`src/rtl/isa_pkg.sv`:
```
// Shared ISA definitions for the grupal pipeline: instruction width, opcode
// encodings and operand field positions used by fetch, decode and execute.
package isa_pkg;

  localparam int unsigned INSTR_W = 32;

  typedef logic [4:0] opcode_t;

  localparam opcode_t OP_LV  = 5'd1;
  localparam opcode_t OP_ADD = 5'd2;
  localparam opcode_t OP_SUB = 5'd3;
  localparam opcode_t OP_AND = 5'd4;
  localparam opcode_t OP_OR  = 5'd5;
  localparam opcode_t OP_CP  = 5'd6;
  localparam opcode_t OP_B   = 5'd7;
  localparam opcode_t OP_BEQ = 5'd8;
  localparam opcode_t OP_SLR = 5'd9;
  localparam opcode_t OP_GP  = 5'd10;

  localparam int unsigned OPC_HI = 31;
  localparam int unsigned OPC_LO = 27;
  localparam int unsigned OPA_HI = 26;
  localparam int unsigned OPA_LO = 18;
  localparam int unsigned OPB_HI = 17;
  localparam int unsigned OPB_LO = 9;
  localparam int unsigned OPC_OPND_HI = 8;
  localparam int unsigned OPC_OPND_LO = 0;

  localparam logic [INSTR_W-1:0] NOP = 32'h0;

  function automatic opcode_t opcode_of(input logic [INSTR_W-1:0] instr);
    return instr[OPC_HI:OPC_LO];
  endfunction

endpackage

```
`src/rtl/fetch_skid_buffer.sv`:
```
// One-entry holding register that parks a memory response arriving while
// decode is stalled, so the word is neither lost nor re-fetched.
module fetch_skid_buffer
  import isa_pkg::*;
#(
  parameter int unsigned ADDR_W = 16
) (
  input  logic               clock,
  input  logic               clear,
  input  logic               push,
  input  logic               pop,
  input  logic [INSTR_W-1:0] push_data,
  input  logic [ADDR_W-1:0]  push_pc,
  output logic               full,
  output logic [INSTR_W-1:0] data,
  output logic [ADDR_W-1:0]  pc
);

  always_ff @(posedge clock) begin
    if (clear) begin
      full <= 1'b0;
      data <= '0;
      pc   <= '0;
    end else if (push) begin
      full <= 1'b1;
      data <= push_data;
      pc   <= push_pc;
    end else if (pop) begin
      full <= 1'b0;
    end
  end

endmodule

```
`src/rtl/instruction_fetch.sv`:
```
// Fetch stage: owns the PC, issues reads to a 1-cycle synchronous instruction
// memory and feeds the fetch/decode register, honouring stall and redirect.
module instruction_fetch
  import isa_pkg::*;
#(
  parameter int unsigned       ADDR_W   = 16,
  parameter logic [ADDR_W-1:0] RESET_PC = '0
) (
  input  logic               clock,
  input  logic               reset,
  input  logic               stall,
  input  logic               branch_taken,
  input  logic [ADDR_W-1:0]  branch_target,
  output logic [ADDR_W-1:0]  imem_addr,
  output logic               imem_rd_en,
  input  logic [INSTR_W-1:0] imem_rdata,
  output logic [INSTR_W-1:0] instruction,
  output logic [ADDR_W-1:0]  instr_pc,
  output logic               instr_valid
);

  typedef enum logic {IDLE, RUN} state_t;

  state_t             state;
  logic [ADDR_W-1:0]  pc;
  logic [ADDR_W-1:0]  pend_pc;
  logic               pend;

  logic               skid_full;
  logic [INSTR_W-1:0] skid_data;
  logic [ADDR_W-1:0]  skid_pc;
  logic               skid_push;
  logic               skid_pop;
  logic               skid_clear;

  assign imem_addr  = pc;
  assign imem_rd_en = (state == RUN) && !stall && !branch_taken;

  // Reads are suppressed while stalled, so a push always finds the buffer empty.
  assign skid_push  = stall && pend && !branch_taken;
  assign skid_pop   = !stall && skid_full && !branch_taken;
  assign skid_clear = reset || branch_taken;

  fetch_skid_buffer #(
    .ADDR_W(ADDR_W)
  ) u_skid (
    .clock     (clock),
    .clear     (skid_clear),
    .push      (skid_push),
    .pop       (skid_pop),
    .push_data (imem_rdata),
    .push_pc   (pend_pc),
    .full      (skid_full),
    .data      (skid_data),
    .pc        (skid_pc)
  );

  always_ff @(posedge clock) begin
    if (reset) begin
      state       <= IDLE;
      pc          <= RESET_PC;
      pend        <= 1'b0;
      pend_pc     <= '0;
      instruction <= NOP;
      instr_pc    <= '0;
      instr_valid <= 1'b0;
    end else begin
      state <= RUN;
      if (branch_taken) begin
        pc          <= branch_target;
        pend        <= 1'b0;
        instruction <= NOP;
        instr_valid <= 1'b0;
      end else begin
        pend <= imem_rd_en;
        if (imem_rd_en) begin
          pc      <= pc + 1'b1;
          pend_pc <= pc;
        end
        if (!stall) begin
          if (skid_full) begin
            instruction <= skid_data;
            instr_pc    <= skid_pc;
            instr_valid <= 1'b1;
          end else if (pend) begin
            instruction <= imem_rdata;
            instr_pc    <= pend_pc;
            instr_valid <= 1'b1;
          end else begin
            instruction <= NOP;
            instr_valid <= 1'b0;
          end
        end
      end
    end
  end

endmodule

```
`config.mk`:
```
export PLATFORM = sky130hd
export DESIGN_NAME = instruction_fetch
export DESIGN_NICKNAME = d
export VERILOG_FILES = /design/src/rtl/isa_pkg.sv /design/src/rtl/fetch_skid_buffer.sv /design/src/rtl/instruction_fetch.sv
export SDC_FILE = /design/constraint.sdc
export NUM_CORES = 1
export LEC_CHECK = 0
export BUFFER_PORTS_ARGS = -buffer_cell sky130_fd_sc_hd__buf_2
export CELL_PAD_IN_SITES_DETAIL_PLACEMENT = 0
export CELL_PAD_IN_SITES_GLOBAL_PLACEMENT = 1
export CORE_UTILIZATION = 42
export CTS_CLUSTER_DIAMETER = 100
export DETAILED_ROUTE_END_ITERATION = 8
export PLACE_DENSITY_LB_ADDON = 0.2
export SLEW_MARGIN = 20
export SYNTH_ARGS = -nofsm -noshare
export SYNTH_HDL_FRONTEND = slang
export SYNTH_SLANG_ARGS = --single-unit
```
`constraint.sdc`:
```
create_clock -name clock -period 4.45 [get_ports clock]
set_input_delay 0.445 -clock clock [delete_from_list [all_inputs] [get_ports clock]]
set_output_delay 0.445 -clock clock [all_outputs]
set_load 0.05 [all_outputs]
```
Word level (Yosys, flattened, before mapping)
Cells that the tools add are included.
{"block": "word_totals", "register_bits": 132, "latch_bits": 0, "mem_bits_rw": 0, "romBits": 0, "n_memories": 0}
{"block": "op_classes", "add_sub_neg": 1, "multipliers": 0, "div": 0, "order_cmp": 0, "n_eq_ne": 0, "shift": 0, "mux": 11, "bitwise": 2, "reduce_logical": 15}
{"operator": "16-bit 2-to-1 mux", "n": 4}
{"operator": "32-bit 2-to-1 mux", "n": 2}
{"operator": "16-bit by 1-bit adder with 16-bit output (second input constant)", "n": 1}
{"operator": "1-bit logical AND", "n": 6}
{"operator": "2-bit nonzero test", "n": 3}
{"operator": "1-bit 2-to-1 mux", "n": 5}
{"operator": "3-bit AND reduction", "n": 1}
{"operator": "1-bit logical NOT", "n": 2}
{"operator": "1-bit NOT", "n": 2}
{"operator": "2-bit AND reduction", "n": 1}
{"operator": "2-bit OR reduction", "n": 1}
{"operator": "1-bit logical OR", "n": 1}

Depth between registers and ports, before layout
Gate-level depths: netlist (run 1).
{"block": "depth", "depth_word": 5, "ltp_mapped": 7, "depth_no_buf": 5}

Cells and area by module
Synthesis (run 1) repeated with hierarchy kept, for this count alone.
{"block": "unflattened", "hier_cells": 577, "area_unflattened_um2": 5378.9}
{"mod": "instruction_fetch", "instances": 1, "cells_per_inst": 418, "area_per_inst_um2": 3632.2}
{"mod": "fetch_skid_buffer", "instances": 1, "cells_per_inst": 159, "area_per_inst_um2": 1746.7}

Worst setup path before layout (run 1)
No wires, ideal clock.
{"block": "synth_timing", "path_type": "register -> register", "start": "reg pc[4] (netlist: imem_addr[4])", "end": "reg pc[15] (netlist: imem_addr[15])", "setup_time_ps": 91, "arrival_time_ps": 2075, "t_required_ps": 4359, "slack_ps": 2284, "stages_incl_launch_ff": 5, "n_path_buf": 0, "path_cell_list": "dfxtp_1 -> nand4_4 -> or4_1 -> or3_1 -> a311oi_1"}
{"block": "synth_via", "elab_chain_len": 3}
{"element": "start: declaration", "line": "instruction_fetch.sv:25", "text": "logic [ADDR_W-1:0] pc;"}
{"element": "start signal: assignment", "line": "instruction_fetch.sv:70", "text": "pc <= branch_target;"}
{"element": "start signal: assignment", "line": "instruction_fetch.sv:77", "text": "pc <= pc + 1'b1;"}
{"element": "16-bit by 1-bit adder with 16-bit output", "line": "instruction_fetch.sv:77"}
{"element": "16-bit 2-to-1 mux", "line": "instruction_fetch.sv:76", "text": "if (imem_rd_en) begin"}
{"element": "16-bit 2-to-1 mux", "line": "instruction_fetch.sv:69", "text": "if (branch_taken) begin"}
No other way between the ends. The select of a mux whose other input is x is not followed.
A chain may end at the register's enable or synchronous reset.

Worst setup path after layout (run 1)
{"block": "layout_timing", "start": "reg state", "end": "out imem_rd_en"}
{"block": "layout_via", "elab_chain_len": 2}
{"element": "start: declaration", "line": "instruction_fetch.sv:24", "text": "state_t state;"}
{"element": "start signal: assignment", "line": "instruction_fetch.sv:60", "text": "state <= IDLE;"}
{"element": "start signal: assignment", "line": "instruction_fetch.sv:68", "text": "state <= RUN;"}
{"element": "1-bit logical AND (2 in series)", "line": "instruction_fetch.sv:37", "text": "assign imem_rd_en = (state == RUN) && !stall && !branch_taken;"}
{"element": "end: declaration", "line": "instruction_fetch.sv:15", "text": "output logic imem_rd_en,"}
No other way between the ends.

==> impl_summary.md, run 1 <==
Critical path
The endpoint type of the worst setup path is a primary output. The critical path goes through nor2b_1 -> nand2_1 -> clkinv_1 -> buf_2. STA puts the critical path data arrival time at 2280 ps. In this design, the stage delay of the slowest critical-path cell is 510 ps.

On the critical path, the stage with the largest delay is an instance of sky130_fd_sc_hd__clkinv_1. The required time of the critical path is 4010 ps. The kind of cell with the highest combined delay along the critical path is buffers and inverters. In this run the register-to-register setup slack is 2410 ps. The worst path buffer plus inverter count is 2. The nature of the critical path startpoint is a register. The critical-path maximum fanout is 18. The critical path is of the register to primary output type.

Flow run
Across the run, the number of max-cap violations was 0.

Detailed routing
The antenna violation net count after detailed routing is 0. The number of DRC markers in iteration 0 is 212. For this block, the via count after detailed routing is 4,647. Dividing the detail-routed wire length by the instance count gives 13.9 um. The DRC violation count after routing is 0. Dividing the detail-routed via count by the number of cells gives 5.02. The post-detailed-routing wire length is 12,800 um. The count of TritonRoute iterations in the first routing pass is 4.

Power
The portion of total power attributed to the clock network is 0.476. The leakage component of the power is 2.39 nW. The overall power is 2.79 mW. The internal power is 2.10 mW. The reported net switching power is 0.685 mW. The switching part of the total power is 0.246. The worst-case IR drop observed on VDD is 0.170 mV. The portion of total power attributed to sequential cells is 0.443. Of the total power, combinational logic draws 0.080. The power per unit of standard cell area is 426 mW/mm^2.

CTS
The post-cts hold buffer count is 0. The insertion delay to the later sink of the worst-skew pair is 420 ps. The number of buffers on the longest clock path is 2. TritonCTS built the clock tree.

Post-CTS timing repair inserted 0 buffers for setup. The post-CTS clock slew at the launch and capture registers of the worst setup and hold paths is 60 ps. The quantity of gates resized following cts is 0.

Buffers inserted during clock tree synthesis total 17. In this run the clock root is driven by a sky130_fd_sc_hd__clkbuf_16. The total number of H-tree levels is 4.

The clock sink total is 132.

Synth
For this run, the register share of the synthesized area comes to 0.498. Counting flops and latches in the post-synthesis netlist gives 132. Yosys mapped a number of flops with a built-in enable equal to 0. The yosys synthesis warning count is 0.

The async set-reset flop share out of synthesis is 0. The most common flop cell mapped by yosys is sky130_fd_sc_hd__dfxtp_1. The synthesized net count is 703. The number of instances in the synthesized netlist is 650. The unique cell type count in the Yosys netlist is 31. The average instance in the mapped netlist occupies 8.16 sq um. After synthesis the cells add up to 0.00530 sq mm.

Cells and area
The most common cell after layout, fill and taps aside is sky130_fd_sc_hd__nand2_1. The final antenna diode count is 0. In the final layout, the share of cells above drive strength 1 is 0.209. Leaving out filler cells and counting taps, the final layout contains 925. After filler insertion, the fill cell instance count of the layout stands at 1,206. The post-route core utilization is 0.539. Compared with the post-synthesis result, the final layout area differs by 23.5%. The net count reported at finish is 797. The top cell types in the final layout, fill and taps aside, are sky130_fd_sc_hd__nand2_1, sky130_fd_sc_hd__dfxtp_1, sky130_fd_sc_hd__buf_2.

Place
Including well taps, the total number of placed cells is 893. Detailed placement finished with a half-perimeter wire length of 8150 um. The count of buffers from port buffering is 117. Routability-driven placement finished with a final weighted congestion of 0.808.

Global route
The number of antenna violations at the first check in global routing was 0. The global router's overall resource usage is 0.207. The wire length of the first global-routing pass is 21,100 um. Summed over all layers, the global routing overflow is 0. The via count of the first global-routing pass is 4,378. Entering global routing, the biggest net connects 75 pins.

Worst hold path
The class of the most critical hold timing path is input port to register.

Floorplanning
In this run the count of I/O pins placed on the die edge is 118. The die covers 0.0131 sq mm. The standard-cell row count is 40. From bottom edge to top edge, the die measures 114 um. The width of the chip is 114 um. The area inside the core boundary is 0.0122 sq mm. The starting utilization of the core area is 0.436.

STA
For the final routed database, the setup TNS stands at 0 ps. Headroom to the max-slew limit came out at 0.298. The final critical-path required period is 2730 ps.

Setup repair after global routing left no endpoint under its margin. For the pin with the worst max-slew slack, the measured transition is 1050 ps. The ratio of final minimum period to clock period is 0.613. Hold is met by 270 ps. The total count of max-transition violations in the final report came to 0. Between clock sinks in the finished design, the worst skew comes to 4.45 ps. The final hold violation count is 0.

Setup violations remaining at the end of the flow were counted as 0. The achievable clock frequency is 366 MHz.

Status
The flow ran to the end, and the final reports show no timing, DRC or antenna violations.
==> area by class of cell <==
| type | count | area, sq um | area share |
|---|---|---|---|
| flip-flops and latches | 132 | 2650 | 0.404 |
| multi-input cells | 464 | 2480 | 0.379 |
| repair buffers | 122 | 623 | 0.0951 |
| clock buffers | 21 | 450 | 0.0688 |
| well taps | 168 | 210 | 0.0321 |
| clock inverters | 11 | 110 | 0.0168 |
| inverters | 7 | 26.3 | 0.00401 |
==> worst register-to-register path, delay by kind of cell, from the launching register on <==
family	cells	cell delay [ps]
buffers and inverters	1	330
DFF	1	940
and+or+nand+nor	3	460
AOI/OAI and AO/OA	1	220
==> sequential cells by signal, summed over array words and instances (netlist names) <==
name and count:
instr_pc 16, u_skid.data 32, u_skid.pc 16, u_skid.full 1, pend 1, imem_addr 16, pend_pc 16, instr_valid 1
instruction 32, state 1
==> power groups by stage <==
stage               Sequential, mW  Combinational (mW)  Clock (mW)
finish                        1.24               0.224        1.33
global route                  1.24               0.244        1.41
CTS                           1.24               0.226        1.35
detailed placement            1.26               0.225           0
global placement              1.26               0.222           0
floorplan                     1.32              0.0954           0
==> synth_stat cells (5+ instances only) <==
cell type,count,area share
sky130_fd_sc_hd__clkbuf_1,38,0.027
sky130_fd_sc_hd__buf_1,7,0.0050
sky130_fd_sc_hd__nand2_1,141,0.10
sky130_fd_sc_hd__a21oi_1,100,0.094
sky130_fd_sc_hd__xnor2_1,10,0.017
sky130_fd_sc_hd__nand4_1,5,0.0059
sky130_fd_sc_hd__nor3_1,5,0.0047
sky130_fd_sc_hd__dfxtp_1,132,0.50
sky130_fd_sc_hd__nor4_1,6,0.0071
sky130_fd_sc_hd__inv_1,6,0.0042
sky130_fd_sc_hd__nor2_1,95,0.067
sky130_fd_sc_hd__a211oi_1,25,0.035
sky130_fd_sc_hd__mux2i_1,48,0.091
==> logic make-up (layout without fill, tap and decap cells) <==
| group | count (synthesis) | in the layout | share of synthesized area |
|---|---|---|---|
| multiplexers | 48 | 48 | 0.0906 |
| XOR/XNOR | 11 | 11 | 0.0182 |
| AND/OR/NAND/NOR | 270 | 270 | 0.209 |
| AO/OA/AOI/OAI | 134 | 134 | 0.142 |
| adder cells (fa/ha/maj) | 1 | 1 | 0.00236 |
| buffers and inverters | 54 | 161 | 0.0387 |
| flip-flops | 132 | 132 | 0.498 |
==> final timing paths <==
path                       startpoint                     endpoint  cells after the start
min                     imem_rdata[9]  u_skid.data[9]$_SDFFE_PP0P_                      3
max                     state$_DFF_P_                   imem_rd_en                      4
max reg2reg  u_skid.full$_SDFFE_PP0P_    instr_pc[12]$_SDFFE_PP0P_                      5
min reg2reg  instr_valid$_SDFFE_PP0N_     instr_valid$_SDFFE_PP0N_                      2
==> stage by stage <==
step / worst slack, ps / area (sq um)
after floorplan: 2280 / 5300
after global placement: 1970 / 5990
after detailed placement: 1920 / 5990
after CTS: 1720 / 6550
after global routing: 1520 / 6550
final: 1720 / 6550
==> metal layers <==
layer,global-route usage,routed length (um),up-vias
li1,-,-,2391
met5,0,0,-
met2,0.335,5880,95
met4,0.0684,162,0
met1,0.268,6260,2145
met3,0.0577,536,16
Note: power is estimated with default switching activity, not from simulation.
==> inputs of run 2 (changes only) <==
--- a/config.mk
+++ b/config.mk
@@ -8,7 +8,7 @@
 export BUFFER_PORTS_ARGS = -buffer_cell sky130_fd_sc_hd__buf_2
 export CELL_PAD_IN_SITES_DETAIL_PLACEMENT = 0
 export CELL_PAD_IN_SITES_GLOBAL_PLACEMENT = 1
-export CORE_UTILIZATION = 42
+export CORE_UTILIZATION = 39
 export CTS_CLUSTER_DIAMETER = 100
 export DETAILED_ROUTE_END_ITERATION = 8
 export PLACE_DENSITY_LB_ADDON = 0.2
==> constraint.sdc (replaced) <==
create_clock -name clock -period 2.8 [get_ports clock]
set_input_delay 0.28 -clock clock [delete_from_list [all_inputs] [get_ports clock]]
set_output_delay 0.28 -clock clock [all_outputs]
set_load 0.05 [all_outputs]
==> impl_summary.md, run 2 (synthesis gave the netlist of run 1 again) <==
Status
The flow ran to the end, and the final reports show no timing, DRC or antenna violations.

Global route
The via count of the first global-routing pass is 4,315 (-1.4%). The wire length of the first global-routing pass is 21,300 um (+0.88%). The overall overflow remaining after global route is 0 (unchanged). The number of antenna violations at the first check in global routing is 0 (unchanged). The global router's overall resource usage is 0.191 (-0.0163). The largest net degree at the start of global routing came to 68 (-9.3%).

Floorplanning
The boundary pin count was 118 (unchanged). The area inside the core boundary is 0.0132 sq mm (+8.9%). The die outline area is 0.0141 sq mm (+7.6%). The standard-cell row count came to 42 (+5.0%). The starting utilization of the core area came to 0.401 (-0.0356).

The width of the chip came to 119 um (+3.7%). The die boundary height is 119 um (+3.7%).

Place
The instance area after placement is 0.00602 sq mm (+0.54%). The global placement routability congestion is 0.776 (-4.0%). The worst setup slack after placement is 519 ps (-1400 ps). The half-perimeter wire length after placement is 8470 um (+4.0%).

The count of buffers from port buffering is 117 (unchanged). The number of cells in the design after placement is 904 (+1.2%).

CTS
The CTS tree is done. The total number of H-tree levels is 4 (unchanged). The number of buffers on the longest clock path came to 2 (unchanged). The clock sink total is 132 (unchanged). The insertion delay to the later sink of the worst-skew pair is 410 ps (about the same). The quantity of gates resized following cts is 0 (unchanged). The post-CTS setup-driven buffer insertion count is 0 (unchanged). The number of clock buffers inserted by TritonCTS came to 17 (unchanged).

The post-CTS clock slew at the launch and capture registers of the worst setup and hold paths is 60 ps (about the same). Clock tree synthesis selected as its root buffer the cell sky130_fd_sc_hd__clkbuf_16. The post-cts hold buffer count is 0 (unchanged).

Critical path
The worst setup path is captured at a primary output. The required time of the critical path was 2520 ps (-1490 ps). The critical-path maximum fanout is 17 (-1). The worst endpoint data arrival time is 1850 ps (-430 ps). The worst setup path is launched from a register.

The critical path is of the register to primary output type. The cell depth of the worst flop-to-flop path is 4 (-1).

Worst hold path
The number of cells traversed by the worst hold path is 3 (unchanged). The tightest min-delay check is of the input port to register type.

Power
The overall power is 4.48 mW (+61%). The largest vdd supply drop is 0.421 mV (+150%). The power per unit of standard cell area came to 679 mW/mm^2 (+60%).

The leakage component of the power came to 2.42 nW (+1.2%).

Detailed routing
The post-detailed-routing wire length came to 13,000 um (+1.3%). The number of DRC markers in iteration 0 is 272 (+28%). The detailed-route wire length per cell came to 13.9 um (+0.10%). The mean number of vias per cell is 5.01 (-0.20%).

The DRC violation count after routing is 0 (unchanged). The count of TritonRoute iterations in the first routing pass is 7 (+3). The antenna violation net count after detailed routing is 0 (unchanged). The total via count in the routed design is 4,693 (+0.99%).

STA
The final critical-path required period is 2130 ps. The worst hold slack across all endpoints is 115 ps (-155 ps). The normalized max-slew margin is 0.344 (+0.0462). The achievable clock frequency is 468 MHz. The worst-margin pin slew came to 983 ps (-65.5 ps). The total count of max-transition violations in the final report is 0 (unchanged). The setup-violating endpoint count in the final report is 0 (unchanged). The setup slack of the critical path after layout was 665 ps (-1060 ps).

The final clock skew is 6.51 ps (+2.06 ps). In the finished design, the share of the clock period the worst path needs comes to 0.762. The final hold violation count came to 0 (unchanged). The summed negative setup slack over all endpoints is 0 ps (unchanged). Setup repair after global routing left no endpoint under its margin.

Cells and area
The ratio of cells with drive above 1 in the final layout is 0.213 (+0.00444). Leaving out fill and tap cells, the most frequent cell in the layout is sky130_fd_sc_hd__nand2_1. The net count reported at finish is 800 (+0.38%). In the layout the commonest cells are sky130_fd_sc_hd__nand2_1, sky130_fd_sc_hd__dfxtp_1, sky130_fd_sc_hd__buf_2. The relative area change from synthesis to final layout is 24.5%. The largest registers in the layout are instruction x32, u_skid.data x32.

The final instance count without filler cells is 936 (+1.2%). The post-route core utilization is 0.498 (-0.0402). The final antenna diode count was 0 (unchanged). The total non-filler cell area in the finished layout was 0.00660 sq mm (+0.76%).

Flow run
The number of max-cap violations is 0 (unchanged).
-- run 2: power breakdown --
| part | internal [mW] | leakage, nW | switching [mW] | total [mW] |
|---|---|---|---|---|
| combinational | 0.108 | 1.06 | 0.251 | 0.359 |
| sequential | 1.92 | 1.07 | 0.0459 | 1.96 |
| clock | 1.37 | 0.290 | 0.791 | 2.16 |
-- run 2: final timing paths --
path	startpoint	endpoint	slack [ps]
setup reg to reg	imem_addr[3]$_SDFFE_PP0P_	imem_addr[15]$_SDFFE_PP0P_	830
setup / recovery	state$_DFF_P_	imem_rd_en	670
hold / removal	imem_rdata[5]	u_skid.data[5]$_SDFFE_PP0P_	120
hold reg to reg	instr_valid$_SDFFE_PP0N_	instr_valid$_SDFFE_PP0N_	440
-- run 2: critical path, cell delays in order, from the launching register on --
cell	delay [ps]
sky130_fd_sc_hd__dfxtp_1	380
sky130_fd_sc_hd__nor2b_1	320
sky130_fd_sc_hd__nand2_1	120
sky130_fd_sc_hd__clkinv_1	270
sky130_fd_sc_hd__buf_2	340
-- run 2: layer usage --
metal  vias up  GRT usage  wire [um]
met5         -          0          0
li1       2395          -          -
met1      2164      0.259       6400
met2       117      0.290       5800
met3        17     0.0463        604
met4         0     0.0799        198
-- run 2: cell type report --
cell class                      instances  area [sq um]
Multi-Input combinational cell        464          2480
Timing Repair Buffer                  125           646
Sequential cell                       132          2650
Clock inverter                         10           104
Inverter                                7          26.3
Clock buffer                           22           474
Tap cell                              176           220
Fill cell                            1310          6640
==> inputs of run 3 (changes only) <==
--- a/config.mk
+++ b/config.mk
@@ -5,6 +5,7 @@
 export SDC_FILE = /design/constraint.sdc
 export NUM_CORES = 1
 export LEC_CHECK = 0
+export ABC_AREA = 1
 export BUFFER_PORTS_ARGS = -buffer_cell sky130_fd_sc_hd__buf_2
 export CELL_PAD_IN_SITES_DETAIL_PLACEMENT = 0
 export CELL_PAD_IN_SITES_GLOBAL_PLACEMENT = 1
==> constraint.sdc (replaced) <==
create_clock -name clock -period 2.2 [get_ports clock]
set_input_delay 0.22 -clock clock [delete_from_list [all_inputs] [get_ports clock]]
set_output_delay 0.22 -clock clock [all_outputs]
set_load 0.05 [all_outputs]
==> impl_summary.md, run 3 <==
Status
The flow ran to the end, and the final reports show no timing, DRC or antenna violations.

Cells and area
The net count reported at finish is 876 (+9.5%). In the final layout, the registers with the most flip-flops are instruction x32, u_skid.data x32. The relative area change from synthesis to final layout is 22.8%. In the layout the commonest cells are sky130_fd_sc_hd__dfxtp_1, sky130_fd_sc_hd__buf_2, sky130_fd_sc_hd__nand2_1. The most common cell after layout, fill and taps aside is sky130_fd_sc_hd__dfxtp_1. The total non-filler cell area in the finished layout is 0.00673 sq mm (+1.9%). The ratio of cells with drive above 1 in the final layout is 0.210 (-0.00358).

Synth
By area the synthesized netlist is led by sky130_fd_sc_hd__dfxtp_1, sky130_fd_sc_hd__nand2_1, sky130_fd_sc_hd__nor2_1, sky130_fd_sc_hd__a21oi_1, sky130_fd_sc_hd__o21ai_0. Summed over all instances, the cell type with the most area after synthesis is sky130_fd_sc_hd__dfxtp_1. The proportion of synthesized chip area in sequential cells is 0.482 (-0.0158).

After synthesis, the largest family of logic cells by area is simple AND/OR/NAND/NOR gates. In the post-synthesis netlist, the cell with the most instances is sky130_fd_sc_hd__dfxtp_1. The yosys synthesis warning count came to 0 (unchanged).

The XOR/XNOR share of the synthesized area is 0.00480 (-0.0134). The number of instances in the synthesized netlist is 726 (+12%). The fraction of the mapped netlist area in compound gates is 0.190 (+0.0476).

The number of register bits inferred by synthesis is 132 (unchanged). The unique cell type count in the Yosys netlist is 32 (+3.2%). The async set-reset flop share out of synthesis came to 0 (unchanged).

After synthesis, the most frequently instantiated cells are sky130_fd_sc_hd__dfxtp_1, sky130_fd_sc_hd__nand2_1, sky130_fd_sc_hd__nor2_1, sky130_fd_sc_hd__a21oi_1, sky130_fd_sc_hd__o21ai_0. The mux cell area share after synthesis is 0 (-0.0906). The fraction of synthesized cell area taken by the top area cell type is 0.482 (-0.0158). The mean area per synthesized cell is 7.55 sq um (-7.5%). The number of enable-type register cells in the synthesized netlist was 0 (unchanged). The synthesized net count was 779 (+11%). The adder-cell share of the synthesized area is 0.00228 (-0.0000749). The synthesized area was 0.00548 sq mm (+3.3%). The most common flop cell mapped by yosys is sky130_fd_sc_hd__dfxtp_1. The post-synthesis share of cell area spent on and, or, nand and nor gates is 0.251 (+0.0411).

Global route
The overall overflow remaining after global route came to 0 (unchanged). The largest net degree at the start of global routing came to 76 (+12%). The global router's overall resource usage is 0.213 (+0.0215).

The number of antenna violations at the first check in global routing was 1 (+1). The via count of the first global-routing pass is 4,935 (+14%). The wire length of the first global-routing pass is 24,500 um (+15%).

STA
The worst-margin pin slew is 694 ps (-289 ps). The final hold violation count is 0 (unchanged). The total count of max-transition violations in the final report is 0 (unchanged). The final clock skew came to 4.58 ps (-1.93 ps). The achievable clock frequency is 561 MHz.

Setup repair after global routing left no endpoint under its margin. The normalized max-slew margin is 0.537 (+0.192). In the finished design, the share of the clock period the worst path needs comes to 0.810. The summed negative setup slack over all endpoints is 0 ps (unchanged). The routed design could run at a clock period as short as 1780 ps.

The setup-violating endpoint count in the final report was 0 (unchanged).

Critical path
The nature of the critical path startpoint is a register. By startpoint and endpoint, the worst setup path is classified as register to primary output. The slack of the worst reg-to-reg path is 440 ps (-390 ps).

The critical-path maximum fanout is 22 (+5). The required time of the critical path came to 1980 ps (-540 ps). The cell class contributing the biggest share of worst-path delay is buffers and inverters. The worst endpoint data arrival time was 1560 ps (-290 ps). The worst path buffer plus inverter count is 2 (unchanged).

The endpoint type of the worst setup path is a primary output. The delay of the slowest cell on the worst path is 380 ps (about the same). Traced cell by cell, the critical path runs through nand2_2 -> inv_2 -> buf_2. The slowest cell on the critical path is sky130_fd_sc_hd__dfxtp_1.

Floorplanning
The die outline area is 0.0145 sq mm (+3.2%). The width of the chip is 121 um (+1.6%). The boundary pin count is 118 (unchanged). The die boundary height is 121 um (+1.6%).

The area inside the core boundary came to 0.0135 sq mm (+1.6%). The standard-cell row count came to 42 (unchanged). The starting utilization of the core area is 0.407 (+0.00667).

CTS
The quantity of gates resized following cts is 0 (unchanged). The number of buffers on the longest clock path is 2 (unchanged). The post-CTS setup-driven buffer insertion count was 0 (unchanged).

The insertion delay to the later sink of the worst-skew pair is 410 ps (about the same). The root buffer cell chosen for the clock tree is sky130_fd_sc_hd__clkbuf_16. The number of clock buffers inserted by TritonCTS was 17 (unchanged).

The clock sink total is 132 (unchanged). The post-cts hold buffer count is 0 (unchanged). TritonCTS built the clock tree. The total number of H-tree levels came to 4 (unchanged). The post-CTS clock slew at the launch and capture registers of the worst setup and hold paths came to 50 ps (about the same).

Place
The global placement routability congestion was 0.836 (+7.8%). The count of buffers from port buffering is 117 (unchanged). The instance area after placement is 0.00617 sq mm (+2.4%). The half-perimeter wire length after placement is 9810 um (+16%).

Flow run
The number of max-cap violations is 0 (unchanged).

Detailed routing
The post-detailed-routing wire length came to 15,000 um (+15%). The number of DRC markers in iteration 0 is 424 (+56%). The antenna violation net count after detailed routing is 0 (unchanged). The total via count in the routed design is 5,287 (+13%). The mean number of vias per cell is 5.22 (+4.2%). The count of TritonRoute iterations in the first routing pass is 5 (-2). The DRC violation count after routing was 0 (unchanged). The detailed-route wire length per cell is 14.8 um (+6.6%).

Power
The portion of total power attributed to the clock network is 0.466 (-0.016). The power per unit of standard cell area is 846 mW/mm^2 (+25%). The leakage component of the power is 2.74 nW (+13%).

The portion of total power attributed to sequential cells is 0.441 (+0.003). The largest vdd supply drop came to 0.505 mV (+20%). The internal power is 4.30 mW (+27%). The reported net switching power is 1.39 mW (+28%). The share of power burned in combinational logic came to 0.093 (+0.013).

The switching part of the total power is 0.245 (+0.00191).

Worst hold path
The tightest min-delay check is of the input port to register type.
==> run 3: final cells by class <==
type                       count  area [sq um]
fill                        1403          6730
sequential                   132          2650
multi-input combinational    511          2460
timing repair buffer         135           746
clock buffer                  27           513
tap                          176           220
inverter                      26          98.8
clock inverter                 4          45.0
antenna                        1          2.50
==> run 3: power by group through the flow <==
stage / logic [mW] / registers [mW] / clock network (mW)
6_report: 0.527 / 2.51 / 2.65
5_1_grt: 0.575 / 2.52 / 2.84
4_1_cts: 0.529 / 2.51 / 2.72
3_5_place_dp: 0.528 / 2.56 / 0
3_3_place_gp: 0.523 / 2.56 / 0
2_1_floorplan: 0.228 / 2.69 / 0
==> run 3: logic make-up after synthesis <==
group                      Yosys count
AOI/OAI and AO/OA                  191
xor gates and xnor gates             3
adders and majority gates            1
buffers and inverters               83
DFF                                132
and+or+nand+nor                    316
==> run 3: routing by layer <==
metal	track usage	part of all wire
met4	0.0903	0.017
met1	0.271	0.47
met5	0	0
met3	0.0547	0.053
met2	0.340	0.46
==> run 3: per-stage QoR <==
stage | total power, mW | std cells | util | hold slack [ps] | setup slack, ps
after floorplan | 2.92 | 726 | - | 368 | 484
after global placement | 3.08 | 980 | 0.458 | 448 | 488
after detailed placement | 3.09 | 980 | 0.458 | 452 | 446
after CTS | 5.76 | 1011 | 0.500 | 44.4 | 413
after global routing | 5.93 | 1012 | 0.500 | 82.7 | 306
final | 5.69 | 1012 | 0.500 | 60.8 | 418
==> run 3: path summary, 6_finish.rpt <==
kind                                 from                            to  depth (start not counted)
max                         state$_DFF_P_                    imem_rd_en                          3
min                      branch_target[5]     imem_addr[5]$_SDFFE_PP0P_                          3
max reg2reg      u_skid.full$_SDFFE_PP0P_      instr_pc[2]$_SDFFE_PP0P_                          4
min reg2reg  u_skid.data[21]$_SDFFE_PP0P_  instruction[21]$_SDFFE_PP0N_                          2
==> run 3: worst reg2reg max path: stages, from the launching register on <==
cell and delay, ps:
sky130_fd_sc_hd__dfxtp_2 640, sky130_fd_sc_hd__inv_1 480, sky130_fd_sc_hd__buf_4 350, sky130_fd_sc_hd__nand2_1 90, sky130_fd_sc_hd__a31oi_1 80
